## config.mk

```make
export PLATFORM = sky130hd
export DESIGN_NAME = mfp_ahb_adc_sampler
export DESIGN_NICKNAME = d
export VERILOG_FILES = /design/src/rtl/mfp_ahb_adc_sampler_pkg.sv /design/src/rtl/mfp_adc_avg_chan.sv /design/src/rtl/mfp_ahb_adc_sampler.sv
export SDC_FILE = /design/constraint.sdc
export NUM_CORES = 1
export LEC_CHECK = 0
export CAP_MARGIN = 20
export CELL_PAD_IN_SITES_DETAIL_PLACEMENT = 1
export CELL_PAD_IN_SITES_GLOBAL_PLACEMENT = 1
export CORE_MARGIN = 10
export CORE_UTILIZATION = 52
export CTS_CLUSTER_SIZE = 28
export DETAILED_ROUTE_END_ITERATION = 8
export HOLD_SLACK_MARGIN = 0.1
export PLACE_DENSITY_LB_ADDON = 0.1
export SKIP_LAST_GASP = 1
export SYNTH_ARGS = -nofsm -noshare
export SYNTH_HDL_FRONTEND = slang
export SYNTH_SLANG_ARGS = --single-unit
```

## constraint.sdc

```tcl
create_clock -name HCLK -period 16.9 [get_ports HCLK]
set_clock_uncertainty 0.15 [all_clocks]
set_input_delay 3.38 -clock HCLK [delete_from_list [all_inputs] [get_ports HCLK]]
set_output_delay 3.38 -clock HCLK [all_outputs]
set_load 0.005 [all_outputs]
```

## src/rtl/mfp_ahb_adc_sampler_pkg.sv

```systemverilog
// Purpose: shared register map, CTRL layout and helpers for the ADC sampler slave.
// Latency: n/a (constants and pure functions only).
// Backpressure: n/a.
package mfp_ahb_adc_sampler_pkg;

    // Word offsets (byte offset / 4) of the register map
    localparam int H_ADC_CTRL     = 0;   // 0x00
    localparam int H_ADC_STATUS   = 1;   // 0x04
    localparam int H_ADC_THRESH   = 2;   // 0x08
    localparam int H_ADC_CNT      = 3;   // 0x0C
    localparam int H_ADC_RAW_BASE = 4;   // 0x10 + 4*ch
    localparam int H_ADC_AVG_BASE = 12;  // 0x30 + 4*ch

    // CTRL bit indices
    localparam int CTRL_EN_BIT      = 0;
    localparam int CTRL_AVG_LSB     = 1;
    localparam int CTRL_AVG_MSB     = 3;
    localparam int CTRL_IRQ_EN_BIT  = 4;
    localparam int CTRL_W           = 5;

    typedef enum logic [1:0] {
        HTRANS_IDLE   = 2'b00,
        HTRANS_BUSY   = 2'b01,
        HTRANS_NONSEQ = 2'b10,
        HTRANS_SEQ    = 2'b11
    } htrans_t;

    // Packed in the same bit order as the CTRL register
    typedef struct packed {
        logic       irq_en;
        logic [2:0] avg_log2;
        logic       enable;
    } ctrl_t;

    // Sample count value at which the current block is completed
    function automatic logic [6:0] blk_last(input logic [2:0] log2);
        logic [7:0] n;
        n = (8'd1 << log2) - 8'd1;
        return n[6:0];
    endfunction

endpackage

```

## src/rtl/mfp_adc_avg_chan.sv

```systemverilog
// Purpose: one ADC channel - latest raw sample plus 2^avg_log2 block average with threshold detect.
// Latency: raw/avg update on the accepting edge; over_set is combinational in the accepting cycle.
// Backpressure: none - every accept is absorbed in one cycle.
//
// Ports: HCLK/HRESET clock and async active-high reset; accept one-cycle strobe for this channel;
//   data sample value; avg_log2 block size exponent; clr drops the block in progress;
//   thresh compare level; raw/avg registered values; over_set high when avg is about to be
//   written with a value above thresh.
module mfp_adc_avg_chan
    import mfp_ahb_adc_sampler_pkg::*;
#(
    parameter int DATA_W = 12
) (
    input  logic              HCLK,
    input  logic              HRESET,
    input  logic              accept,
    input  logic [DATA_W-1:0] data,
    input  logic [2:0]        avg_log2,
    input  logic              clr,
    input  logic [DATA_W-1:0] thresh,
    output logic [DATA_W-1:0] raw,
    output logic [DATA_W-1:0] avg,
    output logic              over_set
);

    // 7 extra bits hold 128 full-scale samples without overflow
    localparam int ACC_W = DATA_W + 7;

    logic [ACC_W-1:0]  acc;
    logic [ACC_W-1:0]  sum;
    logic [6:0]        cnt;
    logic              blk_end;
    logic [DATA_W-1:0] avg_nxt;

    assign sum     = acc + ACC_W'(data);
    // A clear on the same edge discards this sample from the block, so no average is produced
    assign blk_end = accept & ~clr & (cnt == blk_last(avg_log2));
    assign avg_nxt = DATA_W'(sum >> avg_log2);
    assign over_set = blk_end & (avg_nxt > thresh);

    always_ff @(posedge HCLK or posedge HRESET) begin
        if (HRESET) begin
            acc <= '0;
            cnt <= '0;
            raw <= '0;
            avg <= '0;
        end else begin
            if (accept) begin
                raw <= data;
            end
            if (clr) begin
                acc <= '0;
                cnt <= '0;
            end else if (blk_end) begin
                avg <= avg_nxt;
                acc <= '0;
                cnt <= '0;
            end else if (accept) begin
                acc <= sum;
                cnt <= cnt + 7'd1;
            end
        end
    end

endmodule

```

## src/rtl/mfp_ahb_adc_sampler.sv

```systemverilog
// Purpose: AHB-Lite slave exposing per-channel ADC raw/average values, threshold flags and an irq.
// Latency: writes commit at the end of the data phase; HRDATA registered (valid in data phase).
// Backpressure: none - samples are never stalled (dropped when disabled or out of range).
//
// Ports: HCLK/HRESET clock and async active-high reset; HADDR/HTRANS/HWDATA/HWRITE/HSEL AHB slave
//   inputs; HRDATA registered read data; sample_valid/sample_chan/sample_data sample stream from the
//   XADC wrapper; adc_irq registered level interrupt.
module mfp_ahb_adc_sampler
    import mfp_ahb_adc_sampler_pkg::*;
#(
    parameter int NUM_CH = 4,
    parameter int DATA_W = 12,
    parameter int ADDR_W = 8
) (
    input  logic              HCLK,
    input  logic              HRESET,
    input  logic [ADDR_W-1:0] HADDR,
    input  logic [1:0]        HTRANS,
    input  logic [31:0]       HWDATA,
    input  logic              HWRITE,
    input  logic              HSEL,
    output logic [31:0]       HRDATA,
    input  logic              sample_valid,
    input  logic [2:0]        sample_chan,
    input  logic [DATA_W-1:0] sample_data,
    output logic              adc_irq
);

    localparam logic [3:0] NUM_CH_W = 4'(NUM_CH);

    // Address-phase capture
    logic [ADDR_W-1:0] haddr_d;
    logic [1:0]        htrans_d;
    logic              hwrite_d;
    logic              hsel_d;

    ctrl_t             ctrl;
    ctrl_t             ctrl_new;
    logic [NUM_CH-1:0] status;
    logic [DATA_W-1:0] thresh;
    logic [31:0]       sample_cnt;

    logic              we;
    logic [31:0]       wr_word;
    logic [31:0]       rd_word;
    logic              ctrl_we;
    logic              clr;
    logic [NUM_CH-1:0] status_w1c;
    logic              accept;
    logic [NUM_CH-1:0] over_set;
    logic [DATA_W-1:0] raw_v [NUM_CH];
    logic [DATA_W-1:0] avg_v [NUM_CH];
    logic [31:0]       rd_mux;
    logic              unused_bits;

    always_ff @(posedge HCLK or posedge HRESET) begin
        if (HRESET) begin
            haddr_d  <= '0;
            htrans_d <= HTRANS_IDLE;
            hwrite_d <= 1'b0;
            hsel_d   <= 1'b0;
        end else begin
            haddr_d  <= HADDR;
            htrans_d <= HTRANS;
            hwrite_d <= HWRITE;
            hsel_d   <= HSEL;
        end
    end

    assign we       = hsel_d & hwrite_d & (htrans_d != HTRANS_IDLE);
    assign wr_word  = 32'(haddr_d[ADDR_W-1:2]);
    assign rd_word  = 32'(HADDR[ADDR_W-1:2]);
    assign ctrl_new = ctrl_t'(HWDATA[CTRL_W-1:0]);
    assign ctrl_we  = we & (wr_word == 32'(H_ADC_CTRL));

    // Block in progress is abandoned when its size changes or sampling is switched off
    assign clr = ctrl_we & ((ctrl_new.avg_log2 != ctrl.avg_log2) | ~ctrl_new.enable);

    assign status_w1c = (we & (wr_word == 32'(H_ADC_STATUS))) ? HWDATA[NUM_CH-1:0] : '0;

    assign accept = sample_valid & ctrl.enable & ({1'b0, sample_chan} < NUM_CH_W);

    for (genvar g = 0; g < NUM_CH; g++) begin : g_ch
        mfp_adc_avg_chan #(
            .DATA_W (DATA_W)
        ) u_chan (
            .HCLK     (HCLK),
            .HRESET   (HRESET),
            .accept   (accept & (sample_chan == 3'(g))),
            .data     (sample_data),
            .avg_log2 (ctrl.avg_log2),
            .clr      (clr),
            .thresh   (thresh),
            .raw      (raw_v[g]),
            .avg      (avg_v[g]),
            .over_set (over_set[g])
        );
    end

    always_ff @(posedge HCLK or posedge HRESET) begin
        if (HRESET) begin
            ctrl       <= '0;
            status     <= '0;
            thresh     <= '1;
            sample_cnt <= '0;
            adc_irq    <= 1'b0;
        end else begin
            if (ctrl_we) begin
                ctrl <= ctrl_new;
            end
            if (we & (wr_word == 32'(H_ADC_THRESH))) begin
                thresh <= HWDATA[DATA_W-1:0];
            end
            // A new flag on the same edge as its clear survives
            status <= (status & ~status_w1c) | over_set;
            if (accept) begin
                sample_cnt <= sample_cnt + 32'd1;
            end
            adc_irq <= ctrl.irq_en & (|status);
        end
    end

    always_comb begin
        rd_mux = '0;
        if (rd_word == 32'(H_ADC_CTRL)) begin
            rd_mux = 32'(ctrl);
        end else if (rd_word == 32'(H_ADC_STATUS)) begin
            rd_mux = 32'(status);
        end else if (rd_word == 32'(H_ADC_THRESH)) begin
            rd_mux = 32'(thresh);
        end else if (rd_word == 32'(H_ADC_CNT)) begin
            rd_mux = sample_cnt;
        end
        for (int i = 0; i < NUM_CH; i++) begin
            if (rd_word == 32'(H_ADC_RAW_BASE + i)) begin
                rd_mux = 32'(raw_v[i]);
            end
            if (rd_word == 32'(H_ADC_AVG_BASE + i)) begin
                rd_mux = 32'(avg_v[i]);
            end
        end
    end

    // Read data follows the address every cycle; a read racing a write commit sees the old value
    always_ff @(posedge HCLK or posedge HRESET) begin
        if (HRESET) begin
            HRDATA <= '0;
        end else begin
            HRDATA <= rd_mux;
        end
    end

    // Byte-lane bits and upper write data are not decoded
    assign unused_bits = ^{HWDATA, HADDR[1:0], haddr_d[1:0]};

endmodule

```

==> results.txt <==
main combinational cell family by area after synthesis = compound AO/OA/AOI/OAI gates
post-synth cell types = 91
total CTS buffers = 37
antenna cell count = 0
FFs w/ async S/R, synth = 100.0%
TritonCTS clock tree = yes
Fin. Hold Viols = 0
setup slack, reg-to-reg = 11.36 ns
Power per Cell Area = 96.07 nW/µm²
gp weighted congestion = 0.9704
Max Cap Violations = 0
Multi-input gate area = 12110 µm²
postcts setup bufs = 0
die span in x = 217.2 µm
Max Slew Vio Count = 0
TNS Setup = 0 ns
xor/xnor share of the synthesized area = 4.850%
die height = 217.2 µm
sequential share of the synthesized area = 36.70%
FF+latch area = 7428 µm²
antenna viol nets, final = 0
Pleak = 10.27 nW
Critical Path Sink Type = register
Yosys reg bits = 296
Slowest cell on crit path = clkdlybuf4s50_1
hold depth = 1
Hold WC Path Type = register to register
Worst R2R Path Depth = 10
status = finished, final reports clean
EDFF count, synth = 0
CP required = 17.17 ns
Max VDD drop = 0.06575 mV
worst reg2reg endpoint = g_ch[3].u_chan.avg[11]
post-synthesis area per instance = 9.286 µm²
post_cts resized = 0
Post-route DRC = 0
total grt overflow = 0
Final HPWL DP = 52710 µm
syn nets = 2346
Initial DRC Count = 1490
Crit Reg-Reg Startpoint = ctrl[2]
synthesis-to-layout area growth = 12.36%
Initial DRT Pass Iterations = 5
Core ar. = 38560 µm²
top post-synthesis cells by area = dfrtp_1, mux2_2, ha_1
most frequent cell after synthesis = dfrtp_1
mean routed wirelength per cell = 27.59 µm
root buf cell = clkbuf_16
CP cell instances = clkdlybuf4s50_1 -> ha_1 -> inv_1 -> fa_1 -> nor2b_1 -> o31a_1 -> o21ai_1 -> a2111oi_0 -> buf_1 -> nor3_1 -> a2111oi_0 -> and2_1 -> ha_1 -> nand4_1 -> nor2_1 -> a2111oi_0 -> o31ai_1
Critical Path AT = 9.08 ns
via count = 18730
slowest stage delay, CP = 0.98 ns
period utilisation layout = 52.14%
Cells after Synth = 2178
crit path max fanout = 8
Final #Nets = 2378
first-pass GRT wire length = 117300 µm
GRT Total Usage = 31.51%
RSZ-0062 raised after global routing = false
Least-Margin Pin Slew = 1.257 ns
hold_sp = sample_cnt[31]
post-synth top area cell = dfrtp_1
Ports = 95
Sink Count = 296
vias in the first global route = 19350
Max Clk Rate = 113.5 MHz
Max Buffers Root-to-Sink = 3
Power, Total = 2.183 mW
mux cell area share after synthesis = 11.16%
fill cell count = 4422
Slew headroom = 15.55%
Final setup viols = 0
startpoint types = input pin
Warnings, synthesis = 0
routed vias/inst = 6.793
Commonest cells post-synth = dfrtp_1, nand2_1, o21ai_0
Compound-Gate Fraction of Synth Area = 22.05%
Starting Density = 52.45%
Mapped Area = 20220 µm²
Yosys top cell area share = 35.14%
Synth Area in Adders = 6.706%
Clk Latency, worst-skew pair = 0.57 ns
Rows = 72
H-Tree Depth = 2
initial antenna violation count = 0
CTS clock-pin slew for the worst setup and hold paths = 0.06 ns
Total Wirelength = 76070 µm
Hold-fix buffers, CTS = 0
I/O Buffers = 72
Die ar. = 47180 µm²
Top FF cell, synth = dfrtp_1
minimum clock period = 8.812 ns
kind of critical path = input pin to register
Hold EP = sample_cnt[31]
CP dominant cell by count = a2111oi_0
area share of and/or/nand/nor cells after synthesis = 14.98%
share of cells above drive strength 1 = 13.18%
largest net degree at the start of global routing = 122
-- per-stage QoR --
step	util [%]	cells	hold slack, ns	setup slack, ns	instance area (µm²)
after floorplan	-	2178	0.2836	5.214	20220
after detailed placement	55.57	2686	0.3252	7.699	21430
after global placement	55.57	2685	0.3022	7.679	21420
after global routing	58.94	2757	0.3499	7.941	22720
after CTS	58.89	2754	0.3362	8.270	22700
final	58.94	2757	0.3350	8.088	22720
-- layout by cell type (no fill, tap or decap), types with 40 or more instances in the layout --
cell type / count
nor3_1: 40
clkdlybuf4s50_1: 72
a21oi_1: 120
nor2_1: 143
nand3_1: 50
nand2_1: 218
mux2i_1: 44
dfrtp_1: 281
o21ai_0: 192
mux2_2: 120
a22o_1: 41
buf_4: 41
inv_1: 55
ha_1: 102
xnor2_1: 76
-- where the power goes --
part	total (mW)	internal (mW)	leakage, nW	switching [mW]
clock	0.849	0.507	0.616	0.342
sequential	0.772	0.740	4.01	0.0328
combinational	0.562	0.210	5.64	0.351
-- how the worst max path moves through the flow --
stage                        start        end  depth (start not counted)
floorplan                   HRESET  HRDATA[0]                          1
global placement    sample_data[0]  status[3]                         16
detailed placement  sample_data[0]  status[3]                         17
CTS                 sample_data[0]  status[3]                         17
global route        sample_data[0]  status[3]                         17
finish              sample_data[0]  status[3]                         17
-- layer usage --
| layer | vias to the layer above | track usage (%) | part of all wire [%] |
|---|---|---|---|
| met4 | 0 | 15.89 | 5.5 |
| met1 | 9632 | 40.44 | 41 |
| li1 | 8192 | - | - |
| met2 | 724 | 51.29 | 47 |
| met5 | - | 0 | 0 |
| met3 | 180 | 4.355 | 6.9 |
-- kinds of logic after synthesis --
family | count (synthesis)
AO/OA/AOI/OAI | 664
XOR/XNOR | 112
adder cells (fa/ha/maj) | 106
buffers and inverters | 180
flip-flops | 296
multiplexers | 185
AND/OR/NAND/NOR | 635
-- layout make-up --
class	instances	share of cell area (%)
multi-input combinational	1702	53.29
clock inverter	17	1.090
tap	518	2.852
sequential	296	32.69
inverter	58	0.9911
timing repair buffer	115	4.564
clock buffer	51	4.526
-- worst max-delay path, delay by kind of cell --
family                   cells  cell delay (ns)
adder cells (fa/ha/maj)      3             1.00
AND/OR/NAND/NOR              5             0.71
AO/OA/AOI/OAI                6             2.68
buffers and inverters        3             1.28
-- registers in the layout, summed over array words and instances, names as in the netlist --
signal,cells
sample_cnt,32
g_ch.u_chan.raw,48
htrans_d,2
hwrite_d,1
adc_irq,1
ctrl,5
HRDATA,32
status,4
g_ch.u_chan.acc,76
g_ch.u_chan.avg,48
thresh,12
g_ch.u_chan.cnt,28
hsel_d,1
haddr_d,6
(Power assumes the default switching activity.)
